**src/rtl/onchip_mem_arb_pkg.sv**
```systemverilog
// Shared types and constants for the two-requester on-chip RAM arbiter.
//   ARB_NREQ     : number of requesters sharing the RAM port
//   RAM_NUMWORDS : number of valid RAM words; higher addresses are out of range
//   RAM_RD_LAT   : cycles from accepted read to readdata valid
//   rd_tag_t     : per-read bookkeeping carried alongside the RAM read pipeline
package onchip_mem_arb_pkg;

   localparam int unsigned ARB_NREQ     = 2;
   localparam int unsigned RAM_NUMWORDS = 49152;
   localparam int unsigned RAM_RD_LAT   = 2;

   typedef struct packed {
      logic valid;  // a read was accepted in this slot
      logic id;     // requester that issued it
      logic oor;    // address was out of range, return zero
   } rd_tag_t;

   localparam int unsigned RD_TAG_W = $bits(rd_tag_t);

endpackage

```
**src/rtl/onchip_mem_rd_tag_pipe.sv**
```systemverilog
// DEPTH-stage shift register of read tags that tracks in-flight RAM reads.
//   clk   : system clock
//   i_clr : synchronous clear, drops every in-flight tag
//   i_tag : tag entering the pipe (packed rd_tag_t)
//   o_tag : tag leaving the pipe, aligned with RAM readdata
module onchip_mem_rd_tag_pipe
   import onchip_mem_arb_pkg::*;
#(
   parameter int unsigned DEPTH = RAM_RD_LAT
) (
   input  logic                clk,
   input  logic                i_clr,
   input  logic [RD_TAG_W-1:0] i_tag,
   output logic [RD_TAG_W-1:0] o_tag
);

   rd_tag_t r_stage [DEPTH];

   always_ff @(posedge clk) begin
      if (i_clr) begin
         for (int i = 0; i < int'(DEPTH); i++) begin
            r_stage[i] <= '0;
         end
      end else begin
         r_stage[0] <= rd_tag_t'(i_tag);
         for (int i = 1; i < int'(DEPTH); i++) begin
            r_stage[i] <= r_stage[i-1];
         end
      end
   end

   assign o_tag = r_stage[DEPTH-1];

endmodule

```
**src/rtl/onchip_mem_arbiter.sv**
```systemverilog
// Round-robin arbiter sharing one single-port on-chip RAM between two Avalon-MM
// requesters. At most one access is granted per cycle; reads are fully pipelined
// and each returned word is steered back to the requester that issued it.
// Out-of-range accesses are accepted without touching the RAM and flagged.
//   clk, reset        : clock, synchronous active-high reset
//   s0_* / s1_*       : requester slave ports (address, byteenable, read, write,
//                       writedata, waitrequest, readdata, readdatavalid, oor_err)
//   mem_*             : RAM master port (address, byteenable, chipselect, write,
//                       writedata, clken, readdata)
module onchip_mem_arbiter
   import onchip_mem_arb_pkg::*;
#(
   parameter int unsigned ADDR_W   = 16,
   parameter int unsigned DATA_W   = 32,
   parameter int unsigned BE_W     = DATA_W / 8,
   parameter int unsigned NUMWORDS = RAM_NUMWORDS,
   parameter int unsigned RD_LAT   = RAM_RD_LAT
) (
   input  logic              clk,
   input  logic              reset,
   // requester 0
   input  logic [ADDR_W-1:0] s0_address,
   input  logic [BE_W-1:0]   s0_byteenable,
   input  logic              s0_read,
   input  logic              s0_write,
   input  logic [DATA_W-1:0] s0_writedata,
   output logic              s0_waitrequest,
   output logic [DATA_W-1:0] s0_readdata,
   output logic              s0_readdatavalid,
   output logic              s0_oor_err,
   // requester 1
   input  logic [ADDR_W-1:0] s1_address,
   input  logic [BE_W-1:0]   s1_byteenable,
   input  logic              s1_read,
   input  logic              s1_write,
   input  logic [DATA_W-1:0] s1_writedata,
   output logic              s1_waitrequest,
   output logic [DATA_W-1:0] s1_readdata,
   output logic              s1_readdatavalid,
   output logic              s1_oor_err,
   // RAM
   output logic [ADDR_W-1:0] mem_address,
   output logic [BE_W-1:0]   mem_byteenable,
   output logic              mem_chipselect,
   output logic              mem_write,
   output logic [DATA_W-1:0] mem_writedata,
   output logic              mem_clken,
   input  logic [DATA_W-1:0] mem_readdata
);

   logic    w_req0, w_req1;
   logic    w_gnt0, w_gnt1;
   logic    w_oor0, w_oor1;
   logic    w_sel, w_acc, w_oor_sel, w_wr_sel;
   rd_tag_t w_tag_in, w_tag_out;
   logic    w_rdv0, w_rdv1;
   logic [DATA_W-1:0] w_rdata;

   logic    r_ptr;  // requester favoured on contention
   logic    r_oor_err0, r_oor_err1;
   logic [DATA_W-1:0] r_rdata0, r_rdata1;

   // ---------------------------------------------------------------- arbitration
   assign w_req0 = s0_read | s0_write;
   assign w_req1 = s1_read | s1_write;

   // Nothing is granted during reset, so nothing issued then reaches the RAM.
   assign w_gnt0 = ~reset & w_req0 & (~w_req1 | ~r_ptr);
   assign w_gnt1 = ~reset & w_req1 & (~w_req0 |  r_ptr);

   assign s0_waitrequest = reset | (w_req0 & ~w_gnt0);
   assign s1_waitrequest = reset | (w_req1 & ~w_gnt1);

   // Zero-extend so a NUMWORDS equal to 2**ADDR_W still compares correctly.
   assign w_oor0 = (64'(s0_address) >= 64'(NUMWORDS));
   assign w_oor1 = (64'(s1_address) >= 64'(NUMWORDS));

   always_ff @(posedge clk) begin
      if (reset) begin
         r_ptr <= 1'b0;
      end else if (w_req0 && w_req1) begin
         r_ptr <= ~w_sel;  // hand priority to the loser
      end
   end

   // ------------------------------------------------------------------ RAM side
   assign w_sel     = w_gnt1;
   assign w_acc     = w_gnt0 | w_gnt1;
   assign w_oor_sel = w_sel ? w_oor1 : w_oor0;
   // read+write together is illegal and resolves as a write
   assign w_wr_sel  = w_sel ? s1_write : s0_write;

   assign mem_address    = w_sel ? s1_address    : s0_address;
   assign mem_byteenable = w_sel ? s1_byteenable : s0_byteenable;
   assign mem_writedata  = w_sel ? s1_writedata  : s0_writedata;
   assign mem_chipselect = w_acc & ~w_oor_sel;
   assign mem_write      = w_acc & ~w_oor_sel & w_wr_sel;
   assign mem_clken      = 1'b1;

   always_ff @(posedge clk) begin
      if (reset) begin
         r_oor_err0 <= 1'b0;
         r_oor_err1 <= 1'b0;
      end else begin
         r_oor_err0 <= w_gnt0 & w_oor0;
         r_oor_err1 <= w_gnt1 & w_oor1;
      end
   end

   assign s0_oor_err = r_oor_err0 & ~reset;
   assign s1_oor_err = r_oor_err1 & ~reset;

   // ------------------------------------------------------------- read returns
   always_comb begin
      w_tag_in       = '0;
      w_tag_in.valid = w_acc & ~w_wr_sel;
      w_tag_in.id    = w_sel;
      w_tag_in.oor   = w_oor_sel;
   end

   onchip_mem_rd_tag_pipe #(
      .DEPTH (RD_LAT)
   ) u_rd_tag_pipe (
      .clk   (clk),
      .i_clr (reset),
      .i_tag (w_tag_in),
      .o_tag (w_tag_out)
   );

   assign w_rdv0  = ~reset & w_tag_out.valid & ~w_tag_out.id;
   assign w_rdv1  = ~reset & w_tag_out.valid &  w_tag_out.id;
   assign w_rdata = w_tag_out.oor ? '0 : mem_readdata;

   // Returned word is forwarded combinationally to meet latency; the hold
   // registers keep it on the port until that requester's next return.
   always_ff @(posedge clk) begin
      if (reset) begin
         r_rdata0 <= '0;
         r_rdata1 <= '0;
      end else begin
         if (w_rdv0) r_rdata0 <= w_rdata;
         if (w_rdv1) r_rdata1 <= w_rdata;
      end
   end

   assign s0_readdatavalid = w_rdv0;
   assign s1_readdatavalid = w_rdv1;
   assign s0_readdata      = reset ? '0 : (w_rdv0 ? w_rdata : r_rdata0);
   assign s1_readdata      = reset ? '0 : (w_rdv1 ? w_rdata : r_rdata1);

`ifndef SYNTHESIS
   a_s0_rw_excl : assert property (@(posedge clk) disable iff (reset) !(s0_read && s0_write));
   a_s1_rw_excl : assert property (@(posedge clk) disable iff (reset) !(s1_read && s1_write));
`endif

endmodule

```
**config.mk**
```make
export PLATFORM = sky130hd
export DESIGN_NAME = onchip_mem_arbiter
export DESIGN_NICKNAME = d
export VERILOG_FILES = /design/src/rtl/onchip_mem_arb_pkg.sv /design/src/rtl/onchip_mem_rd_tag_pipe.sv /design/src/rtl/onchip_mem_arbiter.sv
export SDC_FILE = /design/constraint.sdc
export NUM_CORES = 1
export LEC_CHECK = 0
export ABC_AREA = 1
export BUFFER_PORTS_ARGS = -buffer_cell sky130_fd_sc_hd__buf_2
export CORE_AREA = 2 2 103 105
export DETAILED_ROUTE_END_ITERATION = 10
export DIE_AREA = 0 0 105 107
export PLACE_DENSITY_LB_ADDON = 0.08
export SYNTH_ARGS = -nofsm -noshare
export SYNTH_HDL_FRONTEND = slang
export SYNTH_SLANG_ARGS = --single-unit
```
**constraint.sdc**
```tcl
create_clock -name clk -period 2.8 [get_ports clk]
set_input_delay 0.28 -clock clk [delete_from_list [all_inputs] [get_ports clk]]
set_output_delay 0.28 -clock clk [all_outputs]
set_load 0.01 [all_outputs]
```
# After elaboration in Yosys (flattened, before gate mapping)

Memories as Yosys holds them, arrays and structs flattened.
Cells that the tools add are included.

Bits in registers: 67
Bits in writable memories: 6
Input port bits: 142
Output and inout port bits: 125
Memories kept: 1

Memory list:

| name                  | depth | bits a word | rd ports | clocked after Yosys merged registers in | write ports | line                         | RTL |
|---|---|---|---|---|---|---|---|
| u_rd_tag_pipe.r_stage | 2     | 3           | 2        | 0                                       | 2           | onchip_mem_rd_tag_pipe.sv:17 | `rd_tag_t r_stage [DEPTH];` |

Order comparisons: 2
Muxes and demuxes: 15
Bitwise gates (word level): 34
Reductions and logical operators: 1

Operators by type and width:

| operator               | number |
|---|---|
| $mux W32               | 6 |
| $ge A16 B16 Y1 const B | 2 |
| $and A1 B1 Y1          | 16 |
| $mux W16               | 1 |
| $not A1 Y1             | 9 |
| $or A1 B1 Y1           | 9 |
| $mux W3                | 2 |
| $mux W1                | 5 |
| $mux W4                | 1 |
| $logic_and A1 B1 Y1    | 1 |

# Longest topological paths before layout

Gate-level depths: netlist of the first run.

Depth after elaboration: 8
Mapped depth: 7

# Cells and area by module

A second synthesis of the first run with hierarchy kept.

Cells, all modules: 485
Area total of the unflattened synthesis: 3333.2 um^2

By module, submodules not included:

| module                 | instances | cells an instance | area each (um^2) |
|---|---|---|---|
| onchip_mem_arbiter     | 1         | 464               | 3145.5 |
| onchip_mem_rd_tag_pipe | 1         | 21                | 187.7 |

# Worst setup path before layout of the first run

No wires, ideal clock.

Kind: register to output
Start: memory u_rd_tag_pipe.r_stage[0][3] in the netlist's numbering
End: output s0_readdata[20]
Data arrival time: 1.059 ns
Required time: 2.520 ns
Slack: 1.461 ns
Cell stages (with the launch flop): 5
Path buffers: 1
Cells stage by stage: dfxtp_1 -> inv_1 -> clkbuf_1 -> nand2_1 -> o21ai_0

RTL lines:

| what        | line                         | RTL |
|---|---|---|
| from (decl) | onchip_mem_rd_tag_pipe.sv:17 |  |
| to (decl)   | onchip_mem_arbiter.sv:28     | `output logic [DATA_W-1:0] s0_readdata,` |

==> results of run 1 <==
[worst paths after layout]
| kind | startpoint | endpoint | slack (ps) | cells after the start |
|---|---|---|---|---|
| min reg2reg | u_rd_tag_pipe.r_stage[0][2] | u_rd_tag_pipe.r_stage[0][5] | 400 | 2 |
| max | u_rd_tag_pipe.r_stage[0][5] | s0_readdata[25] | 670 | 6 |
| max reg2reg | u_rd_tag_pipe.r_stage[0][5] | r_rdata0[25] | 1370 | 5 |
| min | mem_readdata[24] | r_rdata1[24] | 230 | 3 |
[layout make-up]
cell class	count	share of cell area
well taps	136	0.0353
repair buffers	271	0.289
clock buffers	10	0.0265
flip-flops and latches	73	0.303
inverters	18	0.0145
clock inverters	5	0.0169
multi-input cells	350	0.315
[per-stage QoR]
step                setup WS (ps)  total power (uW)  utilization  instance area [um2]
floorplan                    1460              1340            -                 3330
global placement              881              1550        0.457                 4620
detailed placement            842              1560        0.457                 4620
CTS                           642              2440        0.478                 4820
global route                  477              2550        0.478                 4820
finish                        670              2400        0.478                 4820
[placed cells by master (no fill, tap or decap), types with 2 or more instances in the layout]
cell	count
a21oi_1	3
buf_12	2
buf_2	265
buf_4	4
bufinv_16	2
clkbuf_8	9
dfxtp_1	73
inv_1	16
nand2_1	195
nand2_2	2
nand3_1	66
nor2_1	8
nor2_2	2
o21ai_0	10
o21ai_1	57
[cell usage after synthesis (2+ instances only)]
master,number
nand2_1,197
dfxtp_1,73
nand3_1,66
o21ai_1,57
inv_1,16
buf_6,13
buf_4,11
o21ai_0,10
nor2_1,8
buf_2,7
clkbuf_1,5
a21oi_1,3
nor2_2,2
[worst max-delay path, cell delays in order, from the launching register on]
cell,delay (ps)
dfxtp_1,310
inv_1,30
nor2_1,170
nand2_2,260
buf_12,260
o21ai_0,260
buf_2,190
[registers in the layout, indices dropped and copies added, names as in the netlist]
register,flops
r_oor_err0,1
r_rdata0,32
u_rd_tag_pipe.r_stage,6
r_rdata1,32
r_ptr,1
r_oor_err1,1
[power breakdown]
| group | leakage (uW) | switching [uW] | internal, uW |
|---|---|---|---|
| Combinational | 0.00206 | 263 | 196 |
| Clock | 0.000102 | 373 | 497 |
| Sequential | 0.000591 | 6.79 | 1060 |
[kinds of logic after synthesis]
logic type | after synthesis | share of synthesized area
and+or+nand+nor | 277 | 0.343
DFF | 73 | 0.439
AOI/OAI and AO/OA | 72 | 0.110
buffers and inverters | 54 | 0.106
other | 1 | 0.00113
[layer usage]
metal,GRT usage,part of all wire
met1,0.237,0.43
met2,0.331,0.49
met3,0.0511,0.068
met4,0.0648,0.015
met5,0,0
==> results.cfg, run 1 <==
[route]
avgViaCountPerCell = 4.52
drc = 0
wl_um = 11000
dr_total_vias = 3898
first_pass_iters = 4
wl_per_cell_um = 12.8
drtIter0Drc = 204
ant_nets = 0

[timing]
timing.hold.ws_ps = 225
finalHoldViolations = 0
finalCritPeriodShare = 0.761
setup_viol_count_final = 0
fin_crit_ps = 2130
slew_violations = 0
tns_ps = 0
clock_skew_ps = 10.0
rsz0062_at_grt = no
tightest_slew_ps = 552
timing.fmax_mhz = 469
max-slew-margin-rel = 0.631

[finish]
diodes = 0
final_cell_count_no_fill = 863
seq_area_um2 = 1460
multiInputGateArea_um2 = 1520
nFillCells = 1074
nNetsFinal = 865
drive_above_1_share = 0.404
areaGrowthSynthToFinish_pct = 45.0

[logic_synthesis]
syn_inst = 477
synth_largest_area_cell = dfxtp_1
synth-main-ff-cell = dfxtp_1
ys_warn_count = 0
synthTopCellsByArea = dfxtp_1, nand2_1, nand3_1, o21ai_1, buf_6
syn_area_um2 = 3330
async_reset_ff_frac = 0
yosysSeqAreaShare = 0.439
yosysTopAreaCellShare = 0.439
synth_nets = 619
synth_cell_type_count = 22
synth_seq_cells = 73
synth-edff-count = 0
synth_area_per_cell_um2 = 6.97

[floorplan]
pin_count = 267
die_area_um2 = 11200
row_count = 37
coreArea_um2 = 10100
initial_core_util = 0.330
chipWidth_um = 105
die_y_um = 107

[worst_setup_path]
critPathMaxFanout = 48
start_kind = flop
path_class = flop to output port
cp-end-kind = output port
worstPathArrival_ps = 1850
cp.required_ps = 2520

[power]
vdd_ir_drop_max_mv = 0.314
leakagePower_uw = 0.00275
powerDensity_nw_per_um2 = 497

[placement]
gp_congestion = 0.830
place_hpwl_um = 8540
port-buffer-count = 265
dp.cells = 848

[run]
max_cap_viol_count = 0

[clock_network]
cts_resized = 0
h-tree-depth = 3
cts.sinks = 73
clk_path_buf_depth = 2
tritoncts = built
cts_setup_buffers = 0
clk_pin_slew_ps = 80
clock_latency_ps = 340
cts_root_buf = clkbuf_8
cts_hold_buf = 0
cts_inserted_buffers = 9

[outcome]
status = finished clean

[global_route]
grt_overflow_total = 0
grt_pass1_vias = 3726
gr-usage-all-layers = 0.194
grt_max_degree = 54
antenna_found_initial = 0
grt_pass1_wl_um = 17700

[worst_hold_path]
hp-class = input pin to flop
Note: power is estimated with default switching activity, not from simulation.
==> inputs of run 2 (changes only) <==
--- a/config.mk
+++ b/config.mk
@@ -7,9 +7,9 @@
 export LEC_CHECK = 0
 export ABC_AREA = 1
 export BUFFER_PORTS_ARGS = -buffer_cell sky130_fd_sc_hd__buf_2
-export CORE_AREA = 2 2 103 105
+export CORE_AREA = 2 2 104 106
 export DETAILED_ROUTE_END_ITERATION = 10
-export DIE_AREA = 0 0 105 107
+export DIE_AREA = 0 0 106 108
 export PLACE_DENSITY_LB_ADDON = 0.08
 export SYNTH_ARGS = -nofsm -noshare
 export SYNTH_HDL_FRONTEND = slang
==> constraint.sdc (replaced) <==
create_clock -name clk -period 2.1 [get_ports clk]
set_input_delay 0.21 -clock clk [delete_from_list [all_inputs] [get_ports clk]]
set_output_delay 0.21 -clock clk [all_outputs]
set_load 0.01 [all_outputs]
==> results.cfg, run 2 (synthesis results as in run 1) <==
[global_route]
grt_pass1_wl_um = 17500
busiest_layer = met2
grt_overflow_total = 0
antenna_found_initial = 0
gr-usage-all-layers = 0.191
grt_pass1_vias = 3715
use_met1 = 0.228
use_met2 = 0.325
grt_util_met3 = 0.0561
grt_max_degree = 66

[finish]
nFillCells = 1085
areaGrowthSynthToFinish_pct = 45.7
utilization = 0.474
final_cell_mix = buf_2, nand2_1, dfxtp_1
drive_above_1_share = 0.409
diodes = 0
reg_top3 = r_rdata0 (32), r_rdata1 (32), u_rd_tag_pipe.r_stage (6)
final_cell_count_no_fill = 867
nNetsFinal = 868
layout_commonest_cell = buf_2

[worst_setup_path]
path_class = flop to output port
start_kind = flop
cp-end-kind = output port
cp_slowest_stage_delay_ps = 360
worstPathArrival_ps = 1700
path_cells = inv_1, o21ai_2, nand2_4, inv_8, nand2_1, nand2_1, buf_2
critPathMaxFanout = 53
cp.required_ps = 1890
crit_slowest_cell = dfxtp_1
timing.critical_path.mode_cell = nand2_1

[worst_hold_path]
hp-class = input pin to flop

[clock_network]
cts_inserted_buffers = 9
cts_root_buf = clkbuf_8
h-tree-depth = 3
clk_path_buf_depth = 2
clock_latency_ps = 350
cts_hold_buf = 0
cts.sinks = 73
clk_pin_slew_ps = 80
cts_setup_buffers = 0
tritoncts = built

[timing]
finalCritPeriodShare = 0.909
clock_skew_ps = 12.0
setup_viol_count_final = 0
rsz0062_at_grt = no
finalHoldViolations = 0
fin_crit_ps = 1910
tns_ps = 0
timing.fmax_mhz = 524
slew_violations = 0

[floorplan]
die_y_um = 108
pin_count = 267
initial_core_util = 0.325
die_area_um2 = 11400
row_count = 37
chipWidth_um = 106
coreArea_um2 = 10200

[route]
wl_per_cell_um = 12.9
drtIter0Drc = 212
avgViaCountPerCell = 4.49
dr_total_vias = 3889
ant_nets = 0
drc = 0
first_pass_iters = 4
wl_um = 11200

[power]
vdd_ir_drop_max_mv = 0.243
powerDensity_nw_per_um2 = 636
totalPowerFinal_uw = 3080
leakagePower_uw = 0.00275

[placement]
port-buffer-count = 265
dp.cells = 851
gp_congestion = 0.914
place_hpwl_um = 8560

[outcome]
status = finished clean

[run]
max_cap_viol_count = 0
[run 2: cell count changes in the layout (fill, tap and decap cells not counted), sizes merged]
cell      previous run  this run
buf                271       274
bufinv               2         0
clkbuf              10        11
clkinv               2         0
clkinvlp             1         4
inv                 18        19
[run 2: report_power, final]
group | switching, uW | leakage (uW) | internal (uW)
combinational | 348 | 0.00207 | 267
sequential | 10.0 | 0.000591 | 1420
clock | 541 | 0.0000842 | 497
[run 2: worst max-delay path, delay by kind of cell (launching register included)]
family          cells  cell delay, ps
buf+inv             3             470
simple gates        3             400
flops               1             360
compound gates      1             100
[run 2: final cells by class]
| cell class | instances | area [um2] | area share |
|---|---|---|---|
| clock buffers | 11 | 151 | 0.0312 |
| multi-input cells | 350 | 1520 | 0.313 |
| well taps | 136 | 170 | 0.0351 |
| flip-flops and latches | 73 | 1460 | 0.302 |
| clock inverters | 5 | 38.8 | 0.00800 |
| repair buffers | 274 | 1430 | 0.295 |
| inverters | 18 | 75.1 | 0.0155 |
[run 2: timing repair]
action                     4_1_cts  5_1_grt
hold endpoints to repair         0        0
gates resized for setup          1        1
setup endpoints to repair        1        2
[run 2: worst paths after layout]
path                               startpoint                          end  slack (ps)  cells after the start
setup / recovery                        r_ptr            mem_byteenable[3]         190                      7
hold / removal               mem_readdata[24]                 r_rdata1[24]         130                      3
setup reg to reg  u_rd_tag_pipe.r_stage[0][5]                 r_rdata0[27]         920                      5
hold reg to reg   u_rd_tag_pipe.r_stage[0][1]  u_rd_tag_pipe.r_stage[0][4]         400                      2
[run 2: layer usage]
| metal | part of all wire | routed length, um | vias up |
|---|---|---|---|
| met4 | 0.023 | 257 | 0 |
| met1 | 0.41 | 4630 | 1671 |
| met2 | 0.49 | 5450 | 167 |
| met5 | 0 | 0 | - |
| met3 | 0.075 | 842 | 22 |
| li1 | - | - | 2029 |
[run 2: metrics by stage]
stage	setup slack [ps]	hold slack (ps)	instance area (um2)
global route	42.1	138	4850
finish	190	135	4850
global placement	348	390	4650
CTS	97.3	112	4840
floorplan	831	388	3330
detailed placement	297	392	4650
==> inputs of run 3 (changes only) <==
--- a/config.mk
+++ b/config.mk
@@ -6,10 +6,10 @@
 export NUM_CORES = 1
 export LEC_CHECK = 0
 export ABC_AREA = 1
-export BUFFER_PORTS_ARGS = -buffer_cell sky130_fd_sc_hd__buf_2
-export CORE_AREA = 2 2 104 106
+export CORE_AREA = 2 2 103 105
 export DETAILED_ROUTE_END_ITERATION = 10
-export DIE_AREA = 0 0 106 108
+export DIE_AREA = 0 0 105 107
+export DONT_BUFFER_PORTS = 1
 export PLACE_DENSITY_LB_ADDON = 0.08
 export SYNTH_ARGS = -nofsm -noshare
 export SYNTH_HDL_FRONTEND = slang
==> results.cfg, run 3 (synthesis results as in run 1) <==
[outcome]
status = finished clean

[timing]
clock_skew_ps = 9.47
timing.fmax_mhz = 527
setup_viol_count_final = 0
tns_ps = 0
timing.hold.ws_ps = 68.7
tightest_slew_ps = 558
slew_violations = 0
max-slew-margin-rel = 0.624
finalCritPeriodShare = 0.904
rsz0062_at_grt = no
fin_crit_ps = 1900
finalHoldViolations = 0

[power]
netSwitchingPower_uw = 797
p_comb_frac = 0.121
p_seq_frac = 0.463
leakagePower_uw = 0.00161
clockPowerShare = 0.417
vdd_ir_drop_max_mv = 0.359
powerDensity_nw_per_um2 = 871
p_sw_frac = 0.258
p_int_uw = 2290

[clock_network]
cts_root_buf = clkbuf_8
cts_inserted_buffers = 9
clock_latency_ps = 340
h-tree-depth = 3
clk_path_buf_depth = 2
clk_pin_slew_ps = 80
tritoncts = built
cts.sinks = 73

[route]
dr_total_vias = 2965
drtIter0Drc = 191
wl_um = 9750
wl_per_cell_um = 16.3
avgViaCountPerCell = 4.95
first_pass_iters = 4
drc = 0
ant_nets = 0

[global_route]
grt_pass1_wl_um = 14900
grt_max_degree = 66
gr-usage-all-layers = 0.168
grt_overflow_total = 0
grt_pass1_vias = 2688
antenna_found_initial = 0

[floorplan]
chipWidth_um = 105
row_count = 37
coreArea_um2 = 10100
initial_core_util = 0.330
pin_count = 267
die_area_um2 = 11200
die_y_um = 107

[worst_hold_path]
hp-class = input pin to flop
worstHoldPathCells = 2

[worst_setup_path]
critPathTopFamily = simple AND/OR/NAND/NOR gates
cp.depth = 6
worstRegToRegCells = 5
path_cells = inv_1, o21ai_2, nand2_4, buf_4, nand2_1, nand2_1
start_kind = flop
critPathMaxFanout = 32
cp.required_ps = 1890
cp_num_buf_inv = 2
cp-end-kind = output port
cp_slowest_stage_delay_ps = 360
path_class = flop to output port
crit_slowest_cell = buf_4
worstPathArrival_ps = 1690
timing.critical_path.mode_cell = nand2_1

[finish]
drive_above_1_share = 0.0648
final_cell_mix = nand2_1, dfxtp_1, nand3_1
nNetsFinal = 602
reg_top3 = r_rdata0 (32), r_rdata1 (32), u_rd_tag_pipe.r_stage (6)
layout_commonest_cell = nand2_1
diodes = 0
areaGrowthSynthToFinish_pct = 6.39

[placement]
place_hpwl_um = 7190
port-buffer-count = 0
gp_congestion = 0.823

[run]
max_cap_viol_count = 0
run 3: cell count changes in the layout (fill, tap and decap cells not counted):
cell	delta
buf_4	-1
bufinv_16	+3
buf_12	-1
clkinv_4	+1
dlygate4sd3_1	+1
buf_2	-265
clkinvlp_4	-3
clkbuf_8	-2
inv_8	-1
run 3: timing repair:
action	in CTS	in global routing
hold buffers	1	0
resized for setup	0	1
endpoints found under the setup margin	0	31
setup buffers	0	0
hold endpoints to repair	6	0
run 3: area by class of cell:
class / count / area (um2)
clock buffer: 9 / 124
clock inverter: 5 / 106
fill: 1126 / 6550
inverter: 18 / 72.6
multi-input combinational: 350 / 1520
sequential: 73 / 1460
tap: 136 / 170
timing repair buffer: 8 / 87.6
run 3: final timing paths:
path | startpoint | to | slack [ps]
setup / recovery | r_ptr | mem_writedata[12] | 200
hold / removal | reset | u_rd_tag_pipe.r_stage[0][2] | 70
setup reg to reg | u_rd_tag_pipe.r_stage[0][5] | r_rdata0[20] | 630
hold reg to reg | u_rd_tag_pipe.r_stage[0][1] | u_rd_tag_pipe.r_stage[0][4] | 410
run 3: through the flow:
step / setup slack (ps) / total power [uW] / std cells / util / area [um2]
global placement: 537 / 1830 / 584 / 0.327 / 3300
global route: 42.3 / 3240 / 599 / 0.351 / 3540
finish: 202 / 3080 / 599 / 0.351 / 3540
CTS: 95.7 / 3140 / 599 / 0.350 / 3540
floorplan: 831 / 1790 / 477 / - / 3330
detailed placement: 484 / 1830 / 584 / 0.327 / 3300
run 3: power by group through the flow:
| stage | clock [uW] | sequential (uW) | combinational, uW |
|---|---|---|---|
| floorplan | 0 | 1460 | 332 |
| global placement | 0 | 1460 | 369 |
| detailed placement | 0 | 1460 | 372 |
| CTS | 1340 | 1430 | 376 |
| global route | 1400 | 1430 | 414 |
| finish | 1290 | 1430 | 372 |
run 3: routing by layer:
layer	track usage	wire length, um	vias to the layer above
met5	0	0	-
met4	0.0590	201	0
li1	-	-	1502
met2	0.268	4530	138
met3	0.0638	830	14
met1	0.208	4190	1311
